**src/rtl/updown_mon_pkg.sv**
```systemverilog
// Shared types for the up/down counter monitor: step classes and FSM states.
package updown_mon_pkg;

    typedef enum logic [1:0] {
        STEP_HOLD,
        STEP_UP,
        STEP_DOWN,
        STEP_JUMP
    } step_t;

    typedef enum logic [1:0] {
        ST_IDLE,
        ST_ACQUIRE,
        ST_LOCKED
    } state_t;

endpackage

```
**src/rtl/updown_count_monitor_if.sv**
```systemverilog
// Observation bus between a monitored up/down counter and its monitor.
interface updown_count_monitor_if #(
    parameter int unsigned WIDTH = 4,
    parameter int unsigned ERR_W = 8
) ();

    logic             en;
    logic [WIDTH-1:0] count_in;
    logic             dir_up;
    logic             dir_valid;
    logic             locked;
    logic             hold;
    logic             step_err;
    logic [ERR_W-1:0] err_count;

    modport master (
        output en,
        output count_in,
        input  dir_up,
        input  dir_valid,
        input  locked,
        input  hold,
        input  step_err,
        input  err_count
    );

    modport slave (
        input  en,
        input  count_in,
        output dir_up,
        output dir_valid,
        output locked,
        output hold,
        output step_err,
        output err_count
    );

endinterface

```
**src/rtl/updown_step_classify.sv**
```systemverilog
// Classifies one sample against the previous one by modular difference.
module updown_step_classify
    import updown_mon_pkg::*;
#(
    parameter int unsigned WIDTH = 4
) (
    input  logic [WIDTH-1:0] prev,
    input  logic [WIDTH-1:0] count_in,
    output step_t            step
);

    logic [WIDTH-1:0] delta;

    // Modular subtraction makes 15->0 a +1 and 0->15 a -1.
    assign delta = count_in - prev;

    always_comb begin
        if (delta == '0) begin
            step = STEP_HOLD;
        end else if (delta == WIDTH'(1)) begin
            step = STEP_UP;
        end else if (delta == '1) begin
            step = STEP_DOWN;
        end else begin
            step = STEP_JUMP;
        end
    end

endmodule

```
**src/rtl/updown_count_monitor.sv**
```systemverilog
// Passive monitor: recovers direction and lock from a sampled up/down count stream,
// flags and counts illegal jumps seen while locked.
module updown_count_monitor
    import updown_mon_pkg::*;
#(
    parameter int unsigned WIDTH    = 4,
    parameter int unsigned LOCK_CNT = 3,
    parameter int unsigned ERR_W    = 8
) (
    input  logic                  clk,
    input  logic                  reset,
    updown_count_monitor_if.slave mon
);

    localparam int unsigned RUN_W = $clog2(LOCK_CNT + 1);
    localparam logic [RUN_W-1:0] RUN_LOCK = RUN_W'(LOCK_CNT);

    state_t             state_q, state_d;
    logic [WIDTH-1:0]   prev_q, prev_d;
    logic [RUN_W-1:0]   run_q, run_d;
    logic               cand_q, cand_d;
    logic               dir_up_q, dir_up_d;
    logic               hold_q, hold_d;
    logic               step_err_q, step_err_d;
    logic [ERR_W-1:0]   err_q, err_d;

    step_t              step;
    logic               is_step;
    logic               step_up;
    logic [RUN_W-1:0]   run_next;

    updown_step_classify #(
        .WIDTH(WIDTH)
    ) u_classify (
        .prev    (prev_q),
        .count_in(mon.count_in),
        .step    (step)
    );

    assign is_step = (step == STEP_UP) || (step == STEP_DOWN);
    assign step_up = (step == STEP_UP);

    // A fresh run (run_q == 0) or a same-direction step extends the run; a reversal restarts at 1.
    assign run_next = ((run_q == '0) || (step_up == cand_q)) ? run_q + 1'b1 : RUN_W'(1);

    always_ff @(posedge clk or posedge reset) begin
        if (reset) begin
            state_q    <= ST_IDLE;
            prev_q     <= '0;
            run_q      <= '0;
            cand_q     <= 1'b0;
            dir_up_q   <= 1'b0;
            hold_q     <= 1'b0;
            step_err_q <= 1'b0;
            err_q      <= '0;
        end else begin
            state_q    <= state_d;
            prev_q     <= prev_d;
            run_q      <= run_d;
            cand_q     <= cand_d;
            dir_up_q   <= dir_up_d;
            hold_q     <= hold_d;
            step_err_q <= step_err_d;
            err_q      <= err_d;
        end
    end

    always_comb begin
        state_d = state_q;
        if (mon.en) begin
            unique case (state_q)
                ST_IDLE:    state_d = ST_ACQUIRE;
                ST_ACQUIRE: begin
                    if (is_step && (run_next == RUN_LOCK)) state_d = ST_LOCKED;
                end
                ST_LOCKED: begin
                    if (step == STEP_JUMP) state_d = ST_ACQUIRE;
                end
                default:    state_d = ST_IDLE;
            endcase
        end
    end

    always_comb begin
        prev_d     = prev_q;
        run_d      = run_q;
        cand_d     = cand_q;
        dir_up_d   = dir_up_q;
        hold_d     = hold_q;
        step_err_d = 1'b0;
        err_d      = err_q;
        if (mon.en) begin
            prev_d = mon.count_in;
            // The capture sample has no predecessor, so it never reports hold.
            hold_d = (state_q != ST_IDLE) && (step == STEP_HOLD);
            unique case (state_q)
                ST_IDLE:    run_d = '0;
                ST_ACQUIRE: begin
                    if (is_step) begin
                        run_d  = run_next;
                        cand_d = step_up;
                        if (run_next == RUN_LOCK) dir_up_d = step_up;
                    end else if (step == STEP_JUMP) begin
                        run_d = '0;
                    end
                end
                ST_LOCKED: begin
                    if (is_step) begin
                        dir_up_d = step_up;
                    end else if (step == STEP_JUMP) begin
                        step_err_d = 1'b1;
                        run_d      = '0;
                        if (err_q != '1) err_d = err_q + 1'b1;
                    end
                end
                default:    run_d = '0;
            endcase
        end
    end

    assign mon.locked    = (state_q == ST_LOCKED);
    assign mon.dir_valid = (state_q == ST_LOCKED);
    assign mon.dir_up    = dir_up_q;
    assign mon.hold      = hold_q;
    assign mon.step_err  = step_err_q;
    assign mon.err_count = err_q;

endmodule

```
**src/flat_wrapper.sv**
```systemverilog
// flat-port wrapper written by rule: the top's interface ports become plain ports
module updown_count_monitor_flat import updown_mon_pkg::*;
#(
    parameter int unsigned WIDTH    = 4,
    parameter int unsigned LOCK_CNT = 3,
    parameter int unsigned ERR_W    = 8
)
  (clk, reset, mon_en, mon_count_in, mon_dir_up, mon_dir_valid, mon_locked, mon_hold, mon_step_err, mon_err_count);
  updown_count_monitor_if #(.WIDTH(WIDTH), .ERR_W(ERR_W)) mon_i ();
  input  logic clk;
  input  logic reset;
  input wire logic [$bits(mon_i.en)-1:0] mon_en;
  input wire logic [$bits(mon_i.count_in)-1:0] mon_count_in;
  output wire logic [$bits(mon_i.dir_up)-1:0] mon_dir_up;
  output wire logic [$bits(mon_i.dir_valid)-1:0] mon_dir_valid;
  output wire logic [$bits(mon_i.locked)-1:0] mon_locked;
  output wire logic [$bits(mon_i.hold)-1:0] mon_hold;
  output wire logic [$bits(mon_i.step_err)-1:0] mon_step_err;
  output wire logic [$bits(mon_i.err_count)-1:0] mon_err_count;
  assign mon_i.en = mon_en;
  assign mon_i.count_in = mon_count_in;
  assign mon_dir_up = mon_i.dir_up;
  assign mon_dir_valid = mon_i.dir_valid;
  assign mon_locked = mon_i.locked;
  assign mon_hold = mon_i.hold;
  assign mon_step_err = mon_i.step_err;
  assign mon_err_count = mon_i.err_count;
  updown_count_monitor #(.WIDTH(WIDTH), .LOCK_CNT(LOCK_CNT), .ERR_W(ERR_W)) u_core (.clk(clk), .reset(reset), .mon(mon_i));
endmodule
```
**config.mk**
```make
export PLATFORM = sky130hd
export DESIGN_NAME = updown_count_monitor_flat
export DESIGN_NICKNAME = d
export VERILOG_FILES = /design/src/rtl/updown_mon_pkg.sv /design/src/rtl/updown_count_monitor_if.sv /design/src/rtl/updown_step_classify.sv /design/src/rtl/updown_count_monitor.sv /design/src/flat_wrapper.sv
export SDC_FILE = /design/constraint.sdc
export NUM_CORES = 1
export LEC_CHECK = 0
export ABC_AREA = 1
export ABC_CLOCK_PERIOD_IN_PS = 3600
export CORE_ASPECT_RATIO = 1.75
export CORE_MARGIN = 2
export CORE_UTILIZATION = 51
export CTS_CLUSTER_SIZE = 25
export DETAILED_ROUTE_END_ITERATION = 6
export GPL_ROUTABILITY_DRIVEN = 0
export GPL_TIMING_DRIVEN = 0
export PLACE_DENSITY = 0.76
export SKIP_LAST_GASP = 1
export SYNTH_ARGS = -nofsm -noshare
export SYNTH_HDL_FRONTEND = slang
export SYNTH_SLANG_ARGS = --single-unit
export TNS_END_PERCENT = 20
```
**constraint.sdc**
```tcl
create_clock -name clk -period 3.6 [get_ports clk]
set_input_delay 0.72 -clock clk [delete_from_list [all_inputs] [get_ports clk]]
set_output_delay 0.72 -clock clk [all_outputs]
set_load 0.005 [all_outputs]
```
==> After elaboration in Yosys (flattened, before gate mapping) <==
Cells that the tools add are included.
{ "op_classes": {"n_reduce_logical": 15, "muxes": 19, "bitwise_logic": 1, "eq_ne": 16, "addsub": 3} }
{ "op_table": {"columns": ["operator", "count"], "rows": [
  ["two-way mux 2 bit", 8],
  ["!= test 2 x 1 -> 1 bit (second input constant)", 5],
  ["AND reduction 5 bit", 2],
  ["adder 8 x 1 -> 8 bit (second input constant)", 1],
  ["== test 2 bit (second input constant)", 4],
  ["two-way mux 1 bit", 8],
  ["!= test 8 bit (second input constant)", 1],
  ["zero test 2 bit", 3],
  ["case mux 2 bit (3 select lines)", 1],
  ["AND reduction 3 bit", 2],
  ["== test 2 x 1 -> 1 bit (second input constant)", 2],
  ["== test 4 x 1 -> 1 bit (second input constant)", 1],
  ["== test 4 bit (second input constant)", 1],
  ["zero test 4 bit", 1],
  ["case mux 2 bit (2 select lines)", 1],
  ["nonzero test 2 bit", 2],
  ["subtractor 4 bit", 1],
  ["adder 2 x 1 -> 2 bit (second input constant)", 1],
  ["logical AND 1 bit", 2],
  ["logical OR 1 bit", 2],
  ["!= test 2 bit (second input constant)", 1],
  ["case mux 1 bit (2 select lines)", 1],
  ["AND reduction 2 bit", 1],
  ["== test 1 bit", 1],
  ["NOT 1 bit", 1]
]} }
{ "word_totals": {"input_bits": 7, "elab_cells": 62, "output_inout_bits": 13, "register_bits": 20} }

==> Longest topological paths before layout <==
Gate-level depths: netlist (run 1).
{ "depth": {"word_depth": 13, "mapped_depth": 19, "ltp_nobuf": 19} }

==> Hierarchy <==
Synthesis (run 1) repeated with hierarchy kept, for this count alone.
{ "hier_totals": {"hier_cells": 181, "area_unflattened_um2": 1372.6} }
{ "by_module_without_submodules": {"columns": ["mod", "cells_each", "seq_area_each_um2", "n_inst", "area_each_um2"], "rows": [
  ["updown_count_monitor", 150, 500.5, 1, 1194.9],
  ["updown_step_classify", 31, 0.0, 1, 177.7]
]} }

==> Worst setup path before layout (run 1) <==
OpenSTA, ideal clock, no wires.
{ "synth_path": {"path_type": "input port to flip-flop", "startpoint": "input port mon_count_in[0]", "endpoint": "register u_core.err_q[0] (netlist: u_core.mon.err_count[0])", "path_buffers": 0, "setup_time_ns": 0.125, "required_ns": 3.475, "cell_stages": 11, "setup_slack_ns": 0.749, "arrival_ns": 2.726, "path_cell_list": "inv_1 -> ha_1 -> fa_1 -> or2_2 -> nor2_1 -> nand3_1 -> nand2_1 -> ha_1 -> nor3_2 -> nand2_4 -> xor2_2"} }
{ "synth_via": {"elab_chain_len": 9, "word_cells_on_any_way": 13, "cone_classes": "add/sub: 1; eq/ne: 5; mux: 3; bitwise: 1; reduce/logical: 3"} }
{ "synth_lines": {"columns": ["item", "line", "text"], "rows": [
  ["start: declaration", "flat_wrapper.sv:13", "input wire logic [$bits(mon_i.count_in)-1:0] mon_count_in;"],
  ["subtractor 4 bit (*)", "updown_step_classify.sv:15", "assign delta = count_in - prev;"],
  ["== test 4 bit", "updown_step_classify.sv:22", "end else if (delta == '1) begin"],
  ["two-way mux 1 bit", "updown_step_classify.sv:22", null],
  ["two-way mux 2 bit", "updown_step_classify.sv:20", "end else if (delta == WIDTH'(1)) begin"],
  ["two-way mux 2 bit (*)", "updown_step_classify.sv:18", "if (delta == '0) begin"],
  ["== test 2 x 1 -> 1 bit / == test 2 bit (equally long branches)", "updown_count_monitor.sv:40", "assign is_step = (step == STEP_UP) || (step == STEP_DOWN);"],
  ["logical OR 1 bit", "updown_count_monitor.sv:40", null],
  ["NOT 1 bit (no source line)", null, null],
  ["AND reduction 5 bit (no source line) (*)", null, null],
  ["end signal: assignment", "updown_count_monitor.sv:64", "err_q <= err_d;"],
  ["end: declaration", "updown_count_monitor.sv:25", "logic [ERR_W-1:0] err_q, err_d;"]
]} }
Every way passes the cells marked *; elsewhere a longest branch is shown, timed or not.
A chain may end at the register's enable or synchronous reset.

==> Worst setup path in the final report (run 1) <==
{ "layout_path": {"startpoint": "input port mon_count_in[0]", "endpoint": "register u_core.state_q[0]"} }
{ "layout_via": {"elab_chain_len": 13, "word_cells_on_any_way": 19, "cone_classes": "add/sub: 1; eq/ne: 9; mux: 4; reduce/logical: 5"} }
{ "layout_lines": {"columns": ["item", "line", "text"], "rows": [
  ["subtractor 4 bit (*)", "updown_step_classify.sv:15", null],
  ["== test 4 bit", "updown_step_classify.sv:22", null],
  ["two-way mux 1 bit", "updown_step_classify.sv:22", null],
  ["two-way mux 2 bit", "updown_step_classify.sv:20", null],
  ["two-way mux 2 bit (*)", "updown_step_classify.sv:18", null],
  ["== test 2 x 1 -> 1 bit (*)", "updown_count_monitor.sv:41", "assign step_up = (step == STEP_UP);"],
  ["via u_core.step_up", "updown_count_monitor.sv:29", "logic step_up;"],
  ["== test 1 bit", "updown_count_monitor.sv:44", "assign run_next = ((run_q == '0) || (step_up == cand_q)) ? run_q + 1'b1 : RUN_W'(1);"],
  ["logical OR 1 bit", "updown_count_monitor.sv:44", null],
  ["two-way mux 2 bit", "updown_count_monitor.sv:44", null],
  ["== test 2 bit", "updown_count_monitor.sv:74", "if (is_step && (run_next == RUN_LOCK)) state_d = ST_LOCKED;"],
  ["logical AND 1 bit (*)", "updown_count_monitor.sv:74", null],
  ["!= test 2 x 1 -> 1 bit (no source line) (*)", null, null],
  ["AND reduction 3 bit (no source line) (*)", null, null],
  ["end signal: assignment", "updown_count_monitor.sv:57", "state_q <= state_d;"],
  ["end: declaration", "updown_count_monitor.sv:18", "state_t state_q, state_d;"]
]} }
Mark *: on every way through the listed nets, which the timed path passes. The rest lies on a longest branch.

==> results of run 1 <==
[per-stage QoR]
step,hold WS [ps],area (sq um)
5_1_grt,507,1600
6_report,489,1600
4_1_cts,487,1600
2_1_floorplan,457,1320
3_3_place_gp,462,1540
3_5_place_dp,466,1540
[cell type report]
class / count / area [sq um] / area share (%)
Sequential cell: 20 / 500 / 31.3
Inverter: 29 / 111 / 6.96
Multi-Input combinational cell: 117 / 694 / 43.4
Timing Repair Buffer: 19 / 190 / 11.9
Clock buffer: 4 / 55.1 / 3.44
Tap cell: 26 / 32.5 / 2.03
Buffer: 2 / 15.0 / 0.939
[routing by layer]
metal | track usage, % | share of wire [%] | vias up
li1 | - | - | 566
met2 | 38.5 | 54 | 25
met4 | 12.2 | 3.5 | 0
met5 | 0 | 0 | -
met1 | 20.9 | 40 | 540
met3 | 3.02 | 2.9 | 10
[layout by cell type (no fill, tap or decap)]
| cell type | n |
|---|---|
| nor3_1 | 1 |
| nand3b_1 | 1 |
| and2_1 | 1 |
| nand2_1 | 52 |
| ha_1 | 13 |
| nand2_2 | 1 |
| clkdlybuf4s50_1 | 19 |
| inv_1 | 28 |
| nor3_2 | 1 |
| dfrtp_1 | 20 |
| inv_4 | 1 |
| nor2_1 | 4 |
| xnor2_1 | 3 |
| clkbuf_8 | 4 |
| or2_2 | 1 |
| buf_4 | 2 |
| fa_1 | 1 |
| nand3_1 | 15 |
| a31oi_1 | 1 |
| nor3b_1 | 1 |
| xor2_1 | 3 |
| a21oi_1 | 3 |
| nand2_4 | 1 |
| nand3_2 | 2 |
| o21ai_0 | 10 |
| xor2_2 | 1 |
| nor2_2 | 1 |
[kinds of logic (layout without fill, tap and decap cells)]
kind of cell | Yosys count | count (layout) | synth area share [%]
buf+inv | 31 | 54 | 9.56
simple gates | 82 | 82 | 28.1
xor+xnor | 7 | 7 | 5.21
fa+ha+maj | 14 | 14 | 13.8
flops | 20 | 20 | 37.9
compound gates | 14 | 14 | 5.40
[power by group through the flow]
stage / clock network (mW) / registers (mW) / logic (mW)
CTS: 0.175 / 0.318 / 0.360
finish: 0.175 / 0.319 / 0.363
global route: 0.188 / 0.327 / 0.404
global placement: 0 / 0.318 / 0.340
floorplan: 0 / 0.317 / 0.226
detailed placement: 0 / 0.323 / 0.354
[final timing paths]
check / startpoint / slack, ps / cells past startpoint / endpoint
hold / removal: u_core.mon.hold$_DFFE_PP0P_ / 490 / 2 / u_core.mon.hold$_DFFE_PP0P_
max in group asynchronous: reset / 2240 / 2 / u_core.mon.err_count[7]$_DFFE_PP0P_
setup / recovery: mon_count_in[0] / 240 / 18 / u_core.state_q[0]$_DFFE_PP0P_
hold reg to reg: u_core.mon.hold$_DFFE_PP0P_ / 490 / 2 / u_core.mon.hold$_DFFE_PP0P_
setup reg to reg: u_core.prev_q[0]$_DFFE_PP0P_ / 830 / 16 / u_core.state_q[0]$_DFFE_PP0P_
min in group asynchronous: reset / 880 / 2 / u_core.mon.err_count[2]$_DFFE_PP0P_
[cells in the mapped netlist]
master and count:
a31oi_1 1, buf_4 2, nand2_2 1, dfrtp_1 20
nor3_1 1, xnor2_1 3, nand2_4 1, o21ai_0 10
nand3_2 2, nor2_1 4, ha_1 13, nand2_1 52
inv_4 1, nand3_1 15, xor2_2 1, nor3_2 1
fa_1 1, nor3b_1 1, xor2_1 3, or2_2 1
a21oi_1 3, nand3b_1 1, nor2_2 1, inv_1 28
and2_1 1
[state kept, by name (all words and copies together) (netlist names)]
name	flops
u_core.cand_q	1
u_core.mon.step_err	1
u_core.mon.dir_up	1
u_core.prev_q	4
u_core.mon.err_count	8
u_core.mon.hold	1
u_core.run_q	2
u_core.state_q	2
[critical path, stage by stage]
cell and delay [ps]:
clkdlybuf4s50_1 460, inv_1 50, ha_1 220, fa_1 440, or2_2 290, nor2_1 110, nand3_1 80, nand2_1 90
inv_1 90, ha_1 250, inv_1 80, nand2_1 50, nand3_1 100, nand3_1 90, nand2_1 170, nand2_1 110
nand2_1 70, nand2_1 50
==> results.yml, run 1 <==
placement:
  io_buffers: 19
  hpwl_microns: 2040
  dp_slack_ps: 23.6
  placedCellCount: 213
layout:
  fin_util_pct: 64.9
  n_antenna_cell: 0
  area_growth_pct: 21.0
  nNetsFinal: 213
  drive_gt1_share_pct: 7.85
  fill_cells: 208
  layoutNonFillerInstCount: 217
timing:
  fin_crit_ps: 3360
  rsz0062_at_grt: "no"
  tightest_slew_ps: 752
  slew_headroom_pct: 49.8
  setup_viol: 0
  period_share_pct: 93.2
  setup-tns-final_ps: 0
  drv_slew: 0
  final_hold_viol_count: 0
  max_freq_mhz: 298
  setup_slack_ps: 243
  skew_ps: 2.37
clock_tree:
  cts_tree: "done"
  path_clk_slew_ps: 70
  cts_root_buffer: "clkbuf_8"
  cts_setup_buffers: 0
  cts_buffer_depth: 2
  cts_max_level: 1
  clk_latency_ps: 260
  cts_buffers: 3
  cts.sinks: 20
  cts_resized: 0
  cts_hold_buf: 0
yosys:
  synth_top_cells_by_area: "dfrtp_1 (38%), nand2_1 (15%), ha_1 (12%)"
  synth_area_leader_cell: "dfrtp_1"
  synth_seq_area_share_pct: 37.9
  syn_area_sq_mm: 0.00132
  synth_nets: 189
  ys_seq_elements: 20
  syn_inst: 168
  synth.top_cell.area_share_pct: 37.9
  yosys_warnings: 0
  avgSynthCellArea_sq_um: 7.86
  yosysUniqueCellTypes: 25
worst_setup_path:
  worstSetupEndpointType: "flop"
  start_kind: "primary input"
  arrival_ps: 3510
  path_max_fanout: 5
  cp_data_required_time_ps: 3760
  critical_path_class: "in -> reg"
global_routing:
  grt_pass1_wl_microns: 4800
  antenna_found_initial: 0
  grt_start_max_net_pins: 21
  overflow: 0
  grt_usage_pct: 20.7
  first_global_vias: 1210
power:
  leakage_nw: 0.822
  pwr-share-comb_pct: 42.4
  p_sw_share_pct: 37.5
  p_seq_share_pct: 37.2
  power.total_mw: 0.857
  ir_drop_mv: 0.294
  power.density_mw_per_mm2: 536
  p_sw_mw: 0.321
  intPower_mw: 0.536
  p_clk_share_pct: 20.4
route:
  first_iter_violations: 30
  drc_errors: 0
  vias: 1141
  drt_first_pass_iters: 5
  drt_wl_total_microns: 2690
  avgRoutedWirePerCell_microns: 12.4
  vias_per_cell: 5.26
  ant_nets: 0
floorplanning:
  rows: 24
  die_area_sq_mm: 0.00303
  core_area_sq_mm: 0.00246
  die_width_microns: 42.5
  start_util_pct: 53.7
  dieHeight_microns: 71.3
  io_pins: 20
run:
  cap_violations: 0
worst_hold_path:
  hold_class: "reg -> reg"
outcome:
  status: "finished clean"
Power figures use the tool's default switching activity.
==> run 2, diff against run 1 <==
--- a/config.mk
+++ b/config.mk
@@ -13,7 +13,6 @@
 export CTS_CLUSTER_SIZE = 25
 export DETAILED_ROUTE_END_ITERATION = 6
 export GPL_ROUTABILITY_DRIVEN = 0
-export GPL_TIMING_DRIVEN = 0
 export PLACE_DENSITY = 0.76
 export SKIP_LAST_GASP = 1
 export SYNTH_ARGS = -nofsm -noshare
==> run 2 against run 1 <==
Clock skew barely moved. Sequential power barely moved. First-iteration DRC count increased by 10%. Flip-flop and latch count is the same. Clock-buffer cell count stayed put. Clock power barely moved. Via count shrank 2.3%. Core utilization shrank 0.61 points. Cell area decreased by 0.94%. Die area unchanged. Non-clock buffer count shrank 2. Critical path depth unchanged. Critical endpoint unchanged.
==> results.yml, run 2 (synthesis gave the netlist of run 1 again) <==
worst_setup_path:
  r2r-end: "u_core.state_q[0]$_DFFE_PP0P_"
  start_kind: "primary input"
  cp_common_cell: "nand2_1"
  cp_slowest_stage_delay_ps: 460
  rrSetupSlack_ps: 850
  rr_worst_depth: 16
  arrival_ps: 3480
  crit_start: "mon_count_in[0]"
  worstSetupEndpointType: "flop"
  critical_path_class: "in -> reg"
  path_buf_inv: 4
  cp_data_required_time_ps: 3750
  r2r_start: "u_core.prev_q[0]$_DFFE_PP0P_"
  crit_family: "simple AND/OR/NAND/NOR gates"
  worstPathCellList: "clkdlybuf4s50_1 > inv_1 > ha_1 > fa_1 > or2_2 > nor2_1 > nand3_1 > nand2_1 > inv_1 > ha_1 > inv_1 > nand2_1 > nand3_1 > nand3_1 > nand2_1 > nand2_1 > nand2_1 > nand2_1"
  path_max_fanout: 5
  worst_path_max_delay_cell: "clkdlybuf4s50_1"
floorplanning:
  dieHeight_microns: 71.3
  io_pins: 20
  start_util_pct: 53.7
  die_width_microns: 42.5
  die_area_sq_mm: 0.00303
  rows: 24
  core_area_sq_mm: 0.00246
power:
  intPower_mw: 0.531
  power.total_mw: 0.836
  power.density_mw_per_mm2: 528
  p_seq_share_pct: 37.9
  leakage_nw: 0.812
  ir_drop_mv: 0.299
  pwr-share-comb_pct: 41.5
  p_sw_share_pct: 36.5
  p_sw_mw: 0.305
  p_clk_share_pct: 20.6
timing:
  skew_ps: 2.29
  tightest_slew_ps: 756
  final_hold_viol_count: 0
  setup_viol: 0
  rsz0062_at_grt: "no"
  max_freq_mhz: 301
  setup-tns-final_ps: 0
  period_share_pct: 92.3
  drv_slew: 0
  slew_headroom_pct: 49.5
  fin_crit_ps: 3320
route:
  drt_first_pass_iters: 4
  drc_errors: 0
  ant_nets: 0
  drt_wl_total_microns: 2620
  vias_per_cell: 5.19
  vias: 1115
  first_iter_violations: 33
  avgRoutedWirePerCell_microns: 12.2
layout:
  drive_gt1_share_pct: 6.88
  final_cell_mix: "nand2_1 (52), inv_1 (28), dfrtp_1 (20), clkdlybuf4s50_1 (19), nand3_1 (15)"
  final_common_cell: "nand2_1"
  largest_register_ffs: 8
  final_area_sq_mm: 0.00158
  multi_input_area_sq_um: 694
  seqCellArea_sq_um: 500
  nNetsFinal: 211
  n_antenna_cell: 0
  fill_cells: 216
  area_growth_pct: 19.9
  fin_util_pct: 64.3
  layoutNonFillerInstCount: 215
global_routing:
  antenna_found_initial: 0
  grt_start_max_net_pins: 21
  grt_pass1_wl_microns: 4820
  first_global_vias: 1170
  overflow: 0
  grt_usage_pct: 20.5
clock_tree:
  cts_hold_buf: 0
  clk_latency_ps: 260
  cts_setup_buffers: 0
  cts_buffers: 3
  cts_tree: "done"
  cts_buffer_depth: 2
  cts_root_buffer: "clkbuf_8"
  cts.sinks: 20
  path_clk_slew_ps: 70
  cts_max_level: 1
  cts_resized: 0
worst_hold_path:
  min_from: "u_core.mon.hold$_DFFE_PP0P_"
  holdPathEnd: "u_core.mon.hold$_DFFE_PP0P_"
  hold_class: "reg -> reg"
  hold_path_depth: 2
outcome:
  status: "finished clean"
run:
  cap_violations: 0
placement:
  io_buffers: 19
  dpl-instance-area_sq_mm: 0.00153
  placedCellCount: 211
  hpwl_microns: 2110
## run 2: cell count changes in the layout (fill, tap and decap cells not counted)
cell   previous run  this run
buf_4             2         0
## run 2: final cells by class
| type | count | area share, % |
|---|---|---|
| clock buffers | 4 | 3.48 |
| inverters | 29 | 7.03 |
| multi-input cells | 117 | 43.8 |
| flip-flops and latches | 20 | 31.6 |
| well taps | 26 | 2.05 |
| repair buffers | 19 | 12.0 |
## run 2: routing by layer
metal | GRT usage, % | part of all wire [%]
met1 | 21.8 | 37
met2 | 38.8 | 56
met3 | 3.27 | 4.1
met4 | 8.33 | 3.2
met5 | 0 | 0
## run 2: worst max-delay path by stage
stage	to	slack [ps]	cells past startpoint
CTS	u_core.state_q[0]$_DFFE_PP0P_	310	18
floorplan	u_core.mon.err_count[0]$_DFFE_PP0P_	750	11
finish	u_core.state_q[0]$_DFFE_PP0P_	280	18
detailed placement	u_core.state_q[0]$_DFFE_PP0P_	40	18
global route	u_core.state_q[0]$_DFFE_PP0P_	50	18
global placement	u_core.run_q[1]$_DFFE_PP0P_	140	14
## run 2: worst min-delay path: stages, from the launching register on
cell	delay, ps
dfrtp_1	360
nand2_1	60
nand2_1	60
## run 2: power groups by stage
stage	registers [mW]	clock network (mW)	logic, mW
global placement	0.320	0	0.333
CTS	0.318	0.174	0.349
detailed placement	0.322	0	0.347
finish	0.317	0.172	0.347
global route	0.327	0.184	0.393
floorplan	0.317	0	0.226
## run 2: metrics by stage
step | hold slack [ps] | setup WS [ps]
after floorplan | 457 | 749
after global placement | 470 | 135
after detailed placement | 487 | 44.6
after CTS | 509 | 307
after global routing | 540 | 47.1
final | 508 | 279
==> run 3, diff against run 2 <==
--- a/config.mk
+++ b/config.mk
@@ -9,11 +9,11 @@
 export ABC_CLOCK_PERIOD_IN_PS = 3600
 export CORE_ASPECT_RATIO = 1.75
 export CORE_MARGIN = 2
-export CORE_UTILIZATION = 51
+export CORE_UTILIZATION = 45
 export CTS_CLUSTER_SIZE = 25
 export DETAILED_ROUTE_END_ITERATION = 6
 export GPL_ROUTABILITY_DRIVEN = 0
-export PLACE_DENSITY = 0.76
+export PLACE_DENSITY = 0.68
 export SKIP_LAST_GASP = 1
 export SYNTH_ARGS = -nofsm -noshare
 export SYNTH_HDL_FRONTEND = slang
==> run 3 against run 2 <==
First-iteration DRC count increased by 3.0%. Clock power is essentially flat. Wire length grew 0.31%. Non-clock buffer count is the same. Critical path depth is the same. Clock-buffer cell count unchanged. Fmax is 0.53% higher. Sequential share of layout area hardly changed. Via count hardly changed. Combinational power is essentially flat. Final cell count increased by 0.93%. Critical endpoint is now u_core.state_q[1]$_DFFE_PP0P_.
==> results.yml, run 3 (synthesis gave the netlist of run 1 again) <==
layout:
  final_common_cell: "nand2_1"
  fin_util_pct: 55.4
  fill_cells: 263
  n_antenna_cell: 0
  seqCellArea_sq_um: 500
  drive_gt1_share_pct: 6.88
  largest_register_ffs: 8
  area_growth_pct: 20.1
  multi_input_area_sq_um: 694
  nNetsFinal: 211
  layoutNonFillerInstCount: 217
  final_cell_mix: "nand2_1 (52), inv_1 (28), dfrtp_1 (20), clkdlybuf4s50_1 (19), nand3_1 (15)"
route:
  drt_first_pass_iters: 6
  drc_errors: 0
  drt_wl_total_microns: 2630
  ant_nets: 0
  first_iter_violations: 34
  vias: 1114
  vias_per_cell: 5.13
  avgRoutedWirePerCell_microns: 12.1
clock_tree:
  cts_buffers: 3
  cts.sinks: 20
  path_clk_slew_ps: 80
  cts_setup_buffers: 0
  cts_tree: "done"
  cts_max_level: 1
  cts_hold_buf: 0
  cts_resized: 0
  cts_root_buffer: "clkbuf_8"
  cts_buffer_depth: 2
  clk_latency_ps: 260
worst_setup_path:
  path_max_fanout: 5
  cp_common_cell: "nand2_1"
  path_depth: 18
  endpoint: "u_core.state_q[1]$_DFFE_PP0P_"
  worstPathCellList: "clkdlybuf4s50_1 > inv_1 > ha_1 > fa_1 > or2_2 > nor2_1 > nand3_1 > nand2_1 > inv_1 > ha_1 > inv_1 > nand2_1 > nand3_1 > nand3_1 > nand2_1 > nand2_1 > nand2_1 > nand2_1"
  crit_start: "mon_count_in[0]"
  r2r_start: "u_core.prev_q[0]$_DFFE_PP0P_"
  worstSetupEndpointType: "flop"
  rr_worst_depth: 16
  crit_family: "simple AND/OR/NAND/NOR gates"
  r2r-end: "u_core.state_q[1]$_DFFE_PP0P_"
  critical_path_class: "in -> reg"
  cp_data_required_time_ps: 3760
  cp_slowest_stage_delay_ps: 450
  rrSetupSlack_ps: 860
  path_buf_inv: 4
  worst_path_max_delay_cell: "clkdlybuf4s50_1"
  arrival_ps: 3460
  start_kind: "primary input"
placement:
  placedCellCount: 213
  io_buffers: 19
  hpwl_microns: 2110
global_routing:
  antenna_found_initial: 0
  overflow: 0
  grt_pass1_wl_microns: 4510
  grt_start_max_net_pins: 21
  grt_usage_pct: 18.0
  first_global_vias: 1106
power:
  ir_drop_mv: 0.306
  power.density_mw_per_mm2: 531
  power.total_mw: 0.842
  leakage_nw: 0.812
timing:
  tightest_slew_ps: 792
  skew_ps: 3.40
  drv_slew: 0
  slew_headroom_pct: 47.2
  holdWs_ps: 494
  rsz0062_at_grt: "no"
  setup-tns-final_ps: 0
  setup_viol: 0
  final_hold_viol_count: 0
  fin_crit_ps: 3300
  period_share_pct: 91.8
  max_freq_mhz: 303
floorplanning:
  die_width_microns: 45.0
  die_area_sq_mm: 0.00340
  rows: 26
  start_util_pct: 46.2
  dieHeight_microns: 75.7
  core_area_sq_mm: 0.00286
  io_pins: 20
run:
  cap_violations: 0
worst_hold_path:
  hold_class: "reg -> reg"
outcome:
  status: "finished clean"
## run 3: cell counts in the layout (fill, tap and decap cells not counted)
Identical to the previous run, type by type.
## run 3: worst reg2reg max path, stage by stage (launching register included)
cell,delay (ps)
dfrtp_1,390
ha_1,220
fa_1,450
or2_2,280
nor2_1,110
nand3_1,80
nand2_1,90
inv_1,80
ha_1,240
inv_1,70
nand2_1,50
nand3_1,110
nand3_1,90
nand2_1,170
nand2_1,90
nand2_1,60
nand2_1,50
## run 3: layout make-up
cell class,count,area share [%]
clock buffer,4,3.47
tap,28,2.21
sequential,20,31.5
inverter,29,7.02
multi-input combinational,117,43.8
timing repair buffer,19,12.0
## run 3: metal layers
metal,track usage (%),vias to the layer above,share of wire [%]
li1,-,560,-
met1,18.4,527,38
met2,33.8,21,57
met3,2.61,6,2.9
met4,9.48,0,2.0
met5,0,-,0
## run 3: through the flow
stage / setup WS [ps] / cell area, sq um
CTS: 300 / 1590
global route: 60.0 / 1590
finish: 296 / 1590
detailed placement: 33.7 / 1530
global placement: 134 / 1530
floorplan: 749 / 1320
## run 3: how the worst min path moves through the flow
stage	startpoint	endpoint	cells after the start
floorplan	u_core.prev_q[0]$_DFFE_PP0P_	u_core.prev_q[0]$_DFFE_PP0P_	2
global placement	u_core.mon.dir_up$_DFFE_PP0P_	u_core.mon.dir_up$_DFFE_PP0P_	2
detailed placement	u_core.mon.hold$_DFFE_PP0P_	u_core.mon.hold$_DFFE_PP0P_	2
CTS	u_core.mon.hold$_DFFE_PP0P_	u_core.mon.hold$_DFFE_PP0P_	2
global route	u_core.mon.dir_up$_DFFE_PP0P_	u_core.mon.dir_up$_DFFE_PP0P_	2
finish	u_core.mon.hold$_DFFE_PP0P_	u_core.mon.hold$_DFFE_PP0P_	2
## run 3: report_power, final
part           total [mW]  internal (mW)  switching, mW
clock               0.174         0.0974         0.0767
combinational       0.349          0.163          0.187
sequential          0.318          0.271         0.0472
total               0.842          0.531          0.310
